<file path="src/rtl/cpu_pkg.sv">
// rtl/cpu_pkg.sv - shared encodings for the cpu_control sequencer
// Contents: state encodings, RV32I opcode constants, pc_src / wb_sel encodings,
//           the per-cycle control bundle and a legal-opcode helper.
package cpu_pkg;

    typedef enum logic [2:0] {
        ST_FETCH     = 3'd0,
        ST_DECODE    = 3'd1,
        ST_EXECUTE   = 3'd2,
        ST_MEM       = 3'd3,
        ST_WRITEBACK = 3'd4,
        ST_TRAP      = 3'd5
    } state_e;

    localparam logic [6:0] OPC_OP_IMM = 7'h13;
    localparam logic [6:0] OPC_OP     = 7'h33;
    localparam logic [6:0] OPC_LOAD   = 7'h03;
    localparam logic [6:0] OPC_STORE  = 7'h23;
    localparam logic [6:0] OPC_BRANCH = 7'h63;
    localparam logic [6:0] OPC_JAL    = 7'h6F;
    localparam logic [6:0] OPC_JALR   = 7'h67;
    localparam logic [6:0] OPC_LUI    = 7'h37;
    localparam logic [6:0] OPC_AUIPC  = 7'h17;

    localparam logic [1:0] PC_SRC_PC4 = 2'd0;
    localparam logic [1:0] PC_SRC_IMM = 2'd1;
    localparam logic [1:0] PC_SRC_ALU = 2'd2;

    localparam logic [1:0] WB_SEL_ALU = 2'd0;
    localparam logic [1:0] WB_SEL_MEM = 2'd1;
    localparam logic [1:0] WB_SEL_PC4 = 2'd2;

    typedef struct packed {
        logic       imem_req;
        logic       ir_write;
        logic       pc_write;
        logic [1:0] pc_src;
        logic       alu_src_a;
        logic       alu_src_b;
        logic       dmem_req;
        logic       dmem_we;
        logic       reg_write;
        logic [1:0] wb_sel;
    } ctrl_t;

    function automatic logic is_legal_opcode(input logic [6:0] opc);
        case (opc)
            OPC_OP_IMM, OPC_OP, OPC_LOAD, OPC_STORE, OPC_BRANCH,
            OPC_JAL, OPC_JALR, OPC_LUI, OPC_AUIPC: is_legal_opcode = 1'b1;
            default:                               is_legal_opcode = 1'b0;
        endcase
    endfunction

endpackage

</file>
<file path="src/rtl/cpu_control_decode.sv">
// rtl/cpu_control_decode.sv - combinational next-state and enable map for cpu_control
// Optional feature macro: CPU_CONTROL_TRAP_EN (illegal opcode parks in TRAP).
// Ports:
//   state        in   current sequencer state
//   opcode       in   ir[6:0] from the registered IR
//   branch_taken in   ALU branch compare, used in EXECUTE of a branch
//   imem_ready   in   fetch handshake, used only in FETCH
//   dmem_ready   in   data handshake, used only in MEM
//   ctrl         out  datapath enable bundle for this cycle
//   next_state   out  state to load on the next edge
//   retire       out  this cycle completes an instruction
//   trap         out  (CPU_CONTROL_TRAP_EN only) sequencer is in TRAP
module cpu_control_decode
    import cpu_pkg::*;
(
    input  state_e     state,
    input  logic [6:0] opcode,
    input  logic       branch_taken,
    input  logic       imem_ready,
    input  logic       dmem_ready,
    output ctrl_t      ctrl,
    output state_e     next_state,
    output logic       retire
`ifdef CPU_CONTROL_TRAP_EN
    ,
    output logic       trap
`endif
);

    always_comb begin
        ctrl       = '0;
        next_state = state;
`ifdef CPU_CONTROL_TRAP_EN
        trap       = 1'b0;
`endif
        case (state)
            ST_FETCH: begin
                ctrl.imem_req = 1'b1;
                if (imem_ready) begin
                    ctrl.ir_write = 1'b1;
                    next_state    = ST_DECODE;
                end
            end

            ST_DECODE: begin
                if (is_legal_opcode(opcode)) begin
                    next_state = ST_EXECUTE;
                end else begin
`ifdef CPU_CONTROL_TRAP_EN
                    next_state = ST_TRAP;
`else
                    // Illegal opcode is skipped: advance PC and retire as a NOP.
                    ctrl.pc_write = 1'b1;
                    ctrl.pc_src   = PC_SRC_PC4;
                    next_state    = ST_FETCH;
`endif
                end
            end

            ST_EXECUTE: begin
                case (opcode)
                    OPC_OP_IMM, OPC_LUI: begin
                        ctrl.alu_src_b = 1'b1;
                        next_state     = ST_WRITEBACK;
                    end
                    OPC_OP: begin
                        next_state = ST_WRITEBACK;
                    end
                    OPC_AUIPC: begin
                        ctrl.alu_src_a = 1'b1;
                        ctrl.alu_src_b = 1'b1;
                        next_state     = ST_WRITEBACK;
                    end
                    OPC_LOAD, OPC_STORE: begin
                        ctrl.alu_src_b = 1'b1;
                        next_state     = ST_MEM;
                    end
                    OPC_BRANCH: begin
                        ctrl.pc_write = 1'b1;
                        ctrl.pc_src   = branch_taken ? PC_SRC_IMM : PC_SRC_PC4;
                        next_state    = ST_FETCH;
                    end
                    OPC_JAL: begin
                        ctrl.pc_write = 1'b1;
                        ctrl.pc_src   = PC_SRC_IMM;
                        next_state    = ST_WRITEBACK;
                    end
                    OPC_JALR: begin
                        ctrl.pc_write = 1'b1;
                        ctrl.pc_src   = PC_SRC_ALU;
                        next_state    = ST_WRITEBACK;
                    end
                    // Only legal opcodes reach EXECUTE; recover to FETCH if not.
                    default: next_state = ST_FETCH;
                endcase
            end

            ST_MEM: begin
                ctrl.dmem_req = 1'b1;
                ctrl.dmem_we  = (opcode == OPC_STORE);
                if (dmem_ready) begin
                    if (opcode == OPC_STORE) begin
                        ctrl.pc_write = 1'b1;
                        ctrl.pc_src   = PC_SRC_PC4;
                        next_state    = ST_FETCH;
                    end else begin
                        next_state = ST_WRITEBACK;
                    end
                end
            end

            ST_WRITEBACK: begin
                ctrl.reg_write = 1'b1;
                next_state     = ST_FETCH;
                if (opcode == OPC_LOAD) begin
                    ctrl.wb_sel = WB_SEL_MEM;
                end else if (opcode == OPC_JAL || opcode == OPC_JALR) begin
                    ctrl.wb_sel = WB_SEL_PC4;
                end else begin
                    ctrl.wb_sel = WB_SEL_ALU;
                end
                // Jumps already loaded their target PC in EXECUTE.
                if (opcode != OPC_JAL && opcode != OPC_JALR) begin
                    ctrl.pc_write = 1'b1;
                    ctrl.pc_src   = PC_SRC_PC4;
                end
            end

`ifdef CPU_CONTROL_TRAP_EN
            ST_TRAP: begin
                trap       = 1'b1;
                next_state = ST_TRAP;
            end
`endif

            default: next_state = ST_FETCH;
        endcase
    end

    // Every path back to FETCH from a post-fetch state completes an instruction.
    assign retire = (next_state == ST_FETCH) &&
                    (state == ST_DECODE || state == ST_EXECUTE ||
                     state == ST_MEM || state == ST_WRITEBACK);

endmodule

</file>
<file path="src/rtl/cpu_control.sv">
// rtl/cpu_control.sv - multi-cycle RV32I control sequencer with retire counter
// Optional feature macro: CPU_CONTROL_TRAP_EN (adds trap port and sticky TRAP state).
// Ports:
//   clock, reset            rising-edge clock, synchronous active-high reset
//   instruction, imem_ready fetched word and its valid strobe
//   dmem_ready              data access completes this cycle
//   branch_taken            branch compare result, used in EXECUTE
//   imem_req, ir_write      fetch request and IR load
//   pc_write, pc_src        PC update and source select
//   alu_src_a, alu_src_b    ALU operand selects
//   dmem_req, dmem_we       data request and write qualifier
//   reg_write, wb_sel       register write and writeback mux select
//   state                   current state encoding (debug)
//   retired                 completed-instruction count
//   trap                    (CPU_CONTROL_TRAP_EN only) illegal opcode seen
module cpu_control
    import cpu_pkg::*;
#(
    parameter int XLEN  = 32,
    parameter int CNT_W = 32
) (
    input  logic             clock,
    input  logic             reset,
    input  logic [XLEN-1:0]  instruction,
    input  logic             imem_ready,
    input  logic             dmem_ready,
    input  logic             branch_taken,
    output logic             imem_req,
    output logic             ir_write,
    output logic             pc_write,
    output logic [1:0]       pc_src,
    output logic             alu_src_a,
    output logic             alu_src_b,
    output logic             dmem_req,
    output logic             dmem_we,
    output logic             reg_write,
    output logic [1:0]       wb_sel,
    output logic [2:0]       state,
    output logic [CNT_W-1:0] retired
`ifdef CPU_CONTROL_TRAP_EN
    ,
    output logic             trap
`endif
);

    state_e            state_q, state_d;
    logic [XLEN-1:0]   ir_q, ir_d;
    logic [CNT_W-1:0]  retired_q, retired_d;

    ctrl_t             ctrl;
    ctrl_t             ctrl_o;
    state_e            next_state;
    logic              retire;
`ifdef CPU_CONTROL_TRAP_EN
    logic              trap_raw;
`endif

    cpu_control_decode u_decode (
        .state        (state_q),
        .opcode       (ir_q[6:0]),
        .branch_taken (branch_taken),
        .imem_ready   (imem_ready),
        .dmem_ready   (dmem_ready),
        .ctrl         (ctrl),
        .next_state   (next_state),
        .retire       (retire)
`ifdef CPU_CONTROL_TRAP_EN
        ,
        .trap         (trap_raw)
`endif
    );

    always_comb begin
        state_d   = next_state;
        ir_d      = ctrl.ir_write ? instruction : ir_q;
        retired_d = retire ? retired_q + CNT_W'(1) : retired_q;
        // Reset wins over any in-flight instruction: no retire, no IR load.
        if (reset) begin
            state_d   = ST_FETCH;
            ir_d      = '0;
            retired_d = '0;
        end
    end

    always_ff @(posedge clock) begin
        state_q   <= state_d;
        ir_q      <= ir_d;
        retired_q <= retired_d;
    end

    // All outputs are held at zero while reset is asserted.
    assign ctrl_o    = reset ? '0 : ctrl;
    assign imem_req  = ctrl_o.imem_req;
    assign ir_write  = ctrl_o.ir_write;
    assign pc_write  = ctrl_o.pc_write;
    assign pc_src    = ctrl_o.pc_src;
    assign alu_src_a = ctrl_o.alu_src_a;
    assign alu_src_b = ctrl_o.alu_src_b;
    assign dmem_req  = ctrl_o.dmem_req;
    assign dmem_we   = ctrl_o.dmem_we;
    assign reg_write = ctrl_o.reg_write;
    assign wb_sel    = ctrl_o.wb_sel;
    assign state     = reset ? 3'd0 : state_q;
    assign retired   = reset ? '0 : retired_q;
`ifdef CPU_CONTROL_TRAP_EN
    assign trap      = ~reset & trap_raw;
`endif

endmodule
</file>
<file path="config.mk">
export PLATFORM = sky130hd
export DESIGN_NAME = cpu_control
export DESIGN_NICKNAME = d
export VERILOG_FILES = /design/src/rtl/cpu_pkg.sv /design/src/rtl/cpu_control_decode.sv /design/src/rtl/cpu_control.sv
export SDC_FILE = /design/constraint.sdc
export NUM_CORES = 1
export LEC_CHECK = 0
export BUFFER_PORTS_ARGS = -buffer_cell sky130_fd_sc_hd__buf_2
export CELL_PAD_IN_SITES_DETAIL_PLACEMENT = 1
export CELL_PAD_IN_SITES_GLOBAL_PLACEMENT = 1
export CORE_UTILIZATION = 35
export CTS_CLUSTER_SIZE = 24
export DETAILED_ROUTE_END_ITERATION = 10
export PLACE_DENSITY_LB_ADDON = 0.25
export SYNTH_ARGS = -nofsm -noshare
export SYNTH_HDL_FRONTEND = slang
export SYNTH_SLANG_ARGS = --single-unit
</file>
<file path="constraint.sdc">
create_clock -name clock -period 6.5 [get_ports clock]
set_input_delay 1.3 -clock clock [delete_from_list [all_inputs] [get_ports clock]]
set_output_delay 1.3 -clock clock [all_outputs]
set_load 0.05 [all_outputs]
</file>
==> out/metrics.cfg, run 1 <==
[drt]
via_per_inst = 5.478
vias = 2454
drc = 0
drtAntennaViolNets = 0
routed_wl_mm = 6.407
first_pass_iters = 4
wl_per_cell_um = 14.30
drtIter0Drc = 85

[synth]
synthCells = 326
synth.yosys.seq_area_share_pct = 34.48
synth.distinct_cells = 38
synth_mux_area_share_pct = 4.105
yosys.area_share.simple_pct = 39.87
yosys_warnings = 0
synth_area_um2 = 2439
ys_seq_elements = 42
synth_top_family_by_area = simple AND/OR/NAND/NOR gates
avgSynthCellArea_um2 = 7.480
synth_top_area_share_pct = 34.48
post_synth_fa_ha_maj_area_fraction_pct = 0.5131
synth_edf_count = 0
synth_ff_type = dfxtp_1
synth_xor_area_share_pct = 0.7183
ys_async_sr_fraction_pct = 0
synth_compound_area_share_pct = 14.67
synth_area_leader_cell = dfxtp_1
yosys-top-cells-area = dfxtp_1, nor2b_1, or4_1
synthesis.nets = 364

[finish]
drive_gt1_share_pct = 21.74
nets = 405
areaGrowthSynthToFinish_pct = 16.26
n_antenna_cell = 0

[power_and_ir_drop]
power_leakage_nw = 1.097
vdd_drop_max_v = 0.00006030
power_density_nw_per_um2 = 173.5
totalPowerFinal_mw = 0.4920

[sta]
finalSetupViolCount = 0
slew_headroom_pct = 52.34
worst_slew_pin_slew_ns = 0.7095
fin_crit_sh_pct = 62.15
slew_viol_final = 0
rsz0062_at_grt = no
setup_slack_ns = 2.460
max_freq_mhz = 247.5
tns_ns = 0
min_period_ns = 4.040
hold_viol_final = 0
fin_worst_skew_ns = 0.008410

[setup_path]
endpoint_kind = output port
cp.required_ns = 5.20
cp-start-kind = primary input
path_class = primary input to output port
path_max_fanout = 50
arrival_ns = 2.74

[place]
hpwl_mm = 4.573
port_buffers = 58
place_ws_ns = 2.434
place.gp.congestion = 0.7884

[global_route]
grt-ovfl-total = 0
grt_max_degree = 51
antenna_found_initial = 0
grt_pass1_wl_mm = 10.85
grt_pass1_vias = 2401
track_usage_pct = 18.30

[floorplanning]
core_area_um2 = 6756
io_pins = 84
rows = 30
die_x_um = 85.47
die_h_um = 85.47
dieArea_um2 = 7305
start_util_pct = 36.09

[clock_tree]
cts_max_level = 2
cts_buffers = 5
cts_setup_buffers = 0
cts_tree = yes
cts.repair.resized = 0
worstSkewPairLatency_ns = 0.30
ctsHoldBuffers = 0
root_buffer = clkbuf_8
cts.sinks = 42
clk_pin_slew_worst_paths_ns = 0.09
cts_buffer_depth = 2

[flow_run]
max_cap_violations = 0

[min_path]
hold_path_class = flop to flop

[status]
status = finished, final reports clean

## critical path, stage by stage
cell	delay, ns
buf_2	0.50
buf_4	0.52
nor2b_1	0.13
buf_2	0.24
## state kept, by name (all words and copies together) (netlist names)
| signal | cells |
|---|---|
| state_q | 3 |
| retired_q | 32 |
| ir_q | 7 |
## synth_stat cells, types with 3 or more instances
library cell and n:
buf_2 5, nor4_1 5, nor2b_1 30, or4_1 19, nand2b_1 3, o21ai_0 11
mux2_2 8, nor2_1 27, clkbuf_1 19, nand3_1 17, a21oi_1 28, inv_1 9
nand2_1 36, or3_1 10, nand4_1 5, dfxtp_1 42, nor3_1 10, o31ai_1 13
## metal layers
metal | up-vias | GRT usage (%) | share of wire, % | routed length, um
met5 | - | 0 | 0 | 0
met4 | 0 | 6.212 | 1.3 | 81
met3 | 9 | 3.988 | 3.4 | 215
met2 | 41 | 32.00 | 48 | 3104
met1 | 1164 | 22.17 | 47 | 3006
li1 | 1240 | - | - | -
## kinds of logic (layout without fill, tap and decap cells)
family / after synthesis / after routing
adders and majority gates: 1 / 1
muxes: 9 / 9
and+or+nand+nor: 177 / 177
buffers and inverters: 35 / 77
AOI/OAI and AO/OA: 60 / 60
DFF: 42 / 42
xor gates and xnor gates: 2 / 2
## stage by stage
| stage | util, % | hold WS (ns) | area (um^2) | instances |
|---|---|---|---|---|
| finish | 41.96 | 0.4865 | 2835 | 448 |
| global route | 41.96 | 0.5192 | 2835 | 448 |
| CTS | 41.96 | 0.4881 | 2835 | 448 |
| detailed placement | 40.56 | 0.4766 | 2740 | 440 |
| global placement | 40.56 | 0.4595 | 2740 | 440 |
| floorplan | - | 0.4473 | 2439 | 326 |
## worst paths after layout
check                                                start                         end  slack [ns]  depth (start not counted)
worst min register to register  retired_q[23]$_SDFFE_PP0P_  retired_q[23]$_SDFFE_PP0P_        0.49                          2
worst max-delay path                                 reset                  retired[2]        2.46                          4
worst max register to register   retired_q[5]$_SDFFE_PP0P_  retired_q[29]$_SDFFE_PP0P_        3.80                          6
worst min-delay path            retired_q[23]$_SDFFE_PP0P_  retired_q[23]$_SDFFE_PP0P_        0.49                          2
## cells in the final DEF (no fill, tap or decap)
master / count
clkinvlp_4: 1
buf_2: 58
nand2_1: 36
nand4_2: 1
or3_1: 10
a21oi_1: 28
nor3_1: 10
o2111ai_1: 1
nand4_1: 5
o31ai_1: 13
or4_1: 19
nand2b_1: 3
inv_1: 9
xnor2_1: 1
nand4b_1: 2
buf_4: 2
nor2b_1: 30
nand4bb_1: 1
or3_4: 1
nand3_1: 17
and3_1: 2
or3b_2: 2
and2_1: 2
nor3b_1: 1
mux2i_1: 1
nand3b_1: 2
dfxtp_1: 42
and4_1: 1
o21ai_0: 11
o22a_1: 2
clkinv_2: 1
a21o_1: 2
a41oi_1: 1
nor2_1: 27
clkbuf_8: 6
a211oi_1: 2
xor2_1: 1
nor4_1: 5
mux2_2: 8
ha_1: 1
## layout make-up
cell class | instances | area (um^2)
clock inverters | 2 | 12.51
inverters | 9 | 33.78
flip-flops and latches | 42 | 840.8
fillers | 877 | 3921
repair buffers | 60 | 305.3
clock buffers | 6 | 82.58
multi-input cells | 249 | 1460
well taps | 80 | 100.1
## where the power goes
part / leakage, nW / internal, mW / switching [mW]
Clock: 0.0472 / 0.0855 / 0.0967
Sequential: 0.340 / 0.261 / 0.00698
Combinational: 0.710 / 0.0125 / 0.0295
Note: power is estimated with default switching activity, not from simulation.
==> inputs of run 2 (changes only) <==
--- a/config.mk
+++ b/config.mk
@@ -8,7 +8,7 @@
 export BUFFER_PORTS_ARGS = -buffer_cell sky130_fd_sc_hd__buf_2
 export CELL_PAD_IN_SITES_DETAIL_PLACEMENT = 1
 export CELL_PAD_IN_SITES_GLOBAL_PLACEMENT = 1
-export CORE_UTILIZATION = 35
+export CORE_UTILIZATION = 32
 export CTS_CLUSTER_SIZE = 24
 export DETAILED_ROUTE_END_ITERATION = 10
 export PLACE_DENSITY_LB_ADDON = 0.25
==> constraint.sdc (replaced) <==
create_clock -name clock -period 3.49 [get_ports clock]
set_input_delay 0.698 -clock clock [delete_from_list [all_inputs] [get_ports clock]]
set_output_delay 0.698 -clock clock [all_outputs]
set_load 0.05 [all_outputs]
==> out/metrics.cfg, run 2 (synthesized netlist as in run 1, its figures left out) <==
[setup_path]
critPathTopFamily = simple AND/OR/NAND/NOR gates
r2r-start = retired_q[5]$_SDFFE_PP0P_
r2r_slack_ns = 0.78  ; -3.02 ns
path_max_fanout = 9  ; -82%
cp.required_ns = 2.79  ; -2.41 ns
reg2reg_depth = 6  ; unchanged
r2r-end = retired_q[27]$_SDFFE_PP0P_
cp-start-kind = flop
crit_chain = or3b_2 > or3_1 > nor3_1 > buf_2
critical_path_buf_inv_count = 1  ; -2
slowest_stage = or3b_2
arrival_ns = 2.21  ; -0.53 ns
max_stage_delay_ns = 0.56  ; +0.04 ns
endpoint_kind = output port
path_class = flop to output port

[drt]
wl_per_cell_um = 13.81  ; -3.5%
via_per_inst = 5.239  ; -4.4%
drtIter0Drc = 109  ; +28%
first_pass_iters = 4  ; unchanged
drtAntennaViolNets = 0  ; unchanged
vias = 2457  ; +0.12%
drc = 0  ; unchanged
routed_wl_mm = 6.475  ; +1.1%

[finish]
final_common_cell = buf_2
design_area_um2 = 2917  ; +2.9%
largest_reg_flops = 32  ; unchanged
mostFrequentLayoutCells = buf_2, dfxtp_1, nand2_1
top_regs = retired_q (32), ir_q (7), state_q (3)
n_antenna_cell = 0  ; unchanged
final_core_util_pct = 40.00  ; -2.0 points
drive_gt1_share_pct = 22.16  ; +0.42 points
final_cells = 469  ; +4.7%
largest-register = retired_q
areaGrowthSynthToFinish_pct = 19.60
nets = 407  ; +0.49%

[floorplanning]
die_x_um = 89.30  ; +4.5%
rows = 31  ; +3.3%
start_util_pct = 33.44  ; -2.7 points
dieArea_um2 = 7974  ; +9.2%
core_area_um2 = 7292  ; +7.9%
die_h_um = 89.30  ; +4.5%
io_pins = 84  ; unchanged

[flow_run]
max_cap_violations = 0  ; unchanged

[place]
dp_cells = 461  ; +4.8%
place.gp.congestion = 0.8063  ; +2.3%
port_buffers = 58  ; unchanged
post_dp_cell_area_um2 = 2779  ; +1.4%
place_ws_ns = 0.7273  ; -1.706 ns
hpwl_mm = 4.705  ; +2.9%

[sta]
min_period_ns = 2.904
rsz0062_at_grt = no
fin_crit_sh_pct = 83.21
whs_ns = 0.4800  ; -0.006535 ns
finalSetupViolCount = 0  ; unchanged
tns_ns = 0  ; unchanged
setup_slack_ns = 0.5860  ; -1.874 ns
hold_viol_final = 0  ; unchanged
slew_viol_final = 0  ; unchanged
fin_worst_skew_ns = 0.01227  ; +0.003857 ns
max_freq_mhz = 344.4
slew_headroom_pct = 46.76  ; -5.6 points
worst_slew_pin_slew_ns = 0.7987  ; +0.08918 ns

[power_and_ir_drop]
vdd_drop_max_v = 0.0002515  ; +320%
power.share.clock_pct = 44.7  ; +7.7 points
totalPowerFinal_mw = 1.048  ; +110%
power_density_nw_per_um2 = 359.3  ; +110%
p_int_mw = 0.7976  ; +120%
p_seq_share_pct = 47.6  ; -6.8 points
power_leakage_nw = 1.128  ; +2.8%
switchingPower_mw = 0.2504  ; +88%
power.share.switching_pct = 23.89  ; -3.2 points
p_comb_share_pct = 7.7  ; -0.8 points

[min_path]
hold_start = retired_q[31]$_SDFFE_PP0P_
holdPathEnd = retired_q[31]$_SDFFE_PP0P_
whs_path_depth = 2  ; unchanged
hold_path_class = flop to flop

[clock_tree]
cts.sinks = 42  ; unchanged
cts_buffer_depth = 2  ; unchanged
cts_tree = yes
ctsHoldBuffers = 0  ; unchanged
clk_pin_slew_worst_paths_ns = 0.10  ; about the same
root_buffer = clkbuf_8
cts_buffers = 5  ; unchanged
cts_max_level = 2  ; unchanged
cts.repair.resized = 0  ; unchanged
worstSkewPairLatency_ns = 0.30  ; about the same
cts_setup_buffers = 0  ; unchanged

[global_route]
grt_max_degree = 50  ; -2.0%
grt_pass1_vias = 2428  ; +1.1%
grt-ovfl-total = 0  ; unchanged
grt_pass1_wl_mm = 11.04  ; +1.7%
track_usage_pct = 17.52  ; -0.79 points
antenna_found_initial = 0  ; unchanged

[status]
status = finished, final reports clean

run 2: how the worst max path moves through the flow:
| stage | startpoint | to | slack (ns) | cells past startpoint |
|---|---|---|---|---|
| 2_1_floorplan | reset | pc_src[0] | 0.14 | 3 |
| 3_3_place_gp | reset | alu_src_a | 0.77 | 4 |
| 3_5_place_dp | reset | alu_src_a | 0.73 | 4 |
| 4_1_cts | state_q[1]$_SDFF_PP0_ | alu_src_a | 0.57 | 4 |
| 5_1_grt | state_q[1]$_SDFF_PP0_ | alu_src_a | 0.45 | 4 |
| 6_report | state_q[1]$_SDFF_PP0_ | alu_src_a | 0.59 | 4 |
run 2: power groups by stage:
stage	clock, mW	combinational [mW]	sequential [mW]
after floorplan	0	0.0639	0.503
after global placement	0	0.0799	0.510
after detailed placement	0	0.0823	0.510
after CTS	0.484	0.0823	0.499
after global routing	0.508	0.0893	0.500
final	0.469	0.0806	0.499
run 2: layout make-up:
type	count	area [um^2]
clock buffers	5	68.82
clock inverters	3	68.82
fillers	942	4375
inverters	9	33.78
multi-input cells	249	1460
flip-flops and latches	42	840.8
well taps	99	123.9
repair buffers	62	320.3
run 2: routing by layer:
| metal | track usage (%) | vias to the layer above | wire (um) |
|---|---|---|---|
| met5 | 0 | - | 0 |
| met4 | 3.896 | 0 | 57 |
| met3 | 2.955 | 5 | 186 |
| met2 | 32.13 | 43 | 3200 |
| met1 | 21.38 | 1164 | 3031 |
| li1 | - | 1245 | - |
run 2: worst min-delay path: stages (launching register included):
cell     delay [ns]
dfxtp_1        0.33
o31ai_1        0.06
a21oi_1        0.05
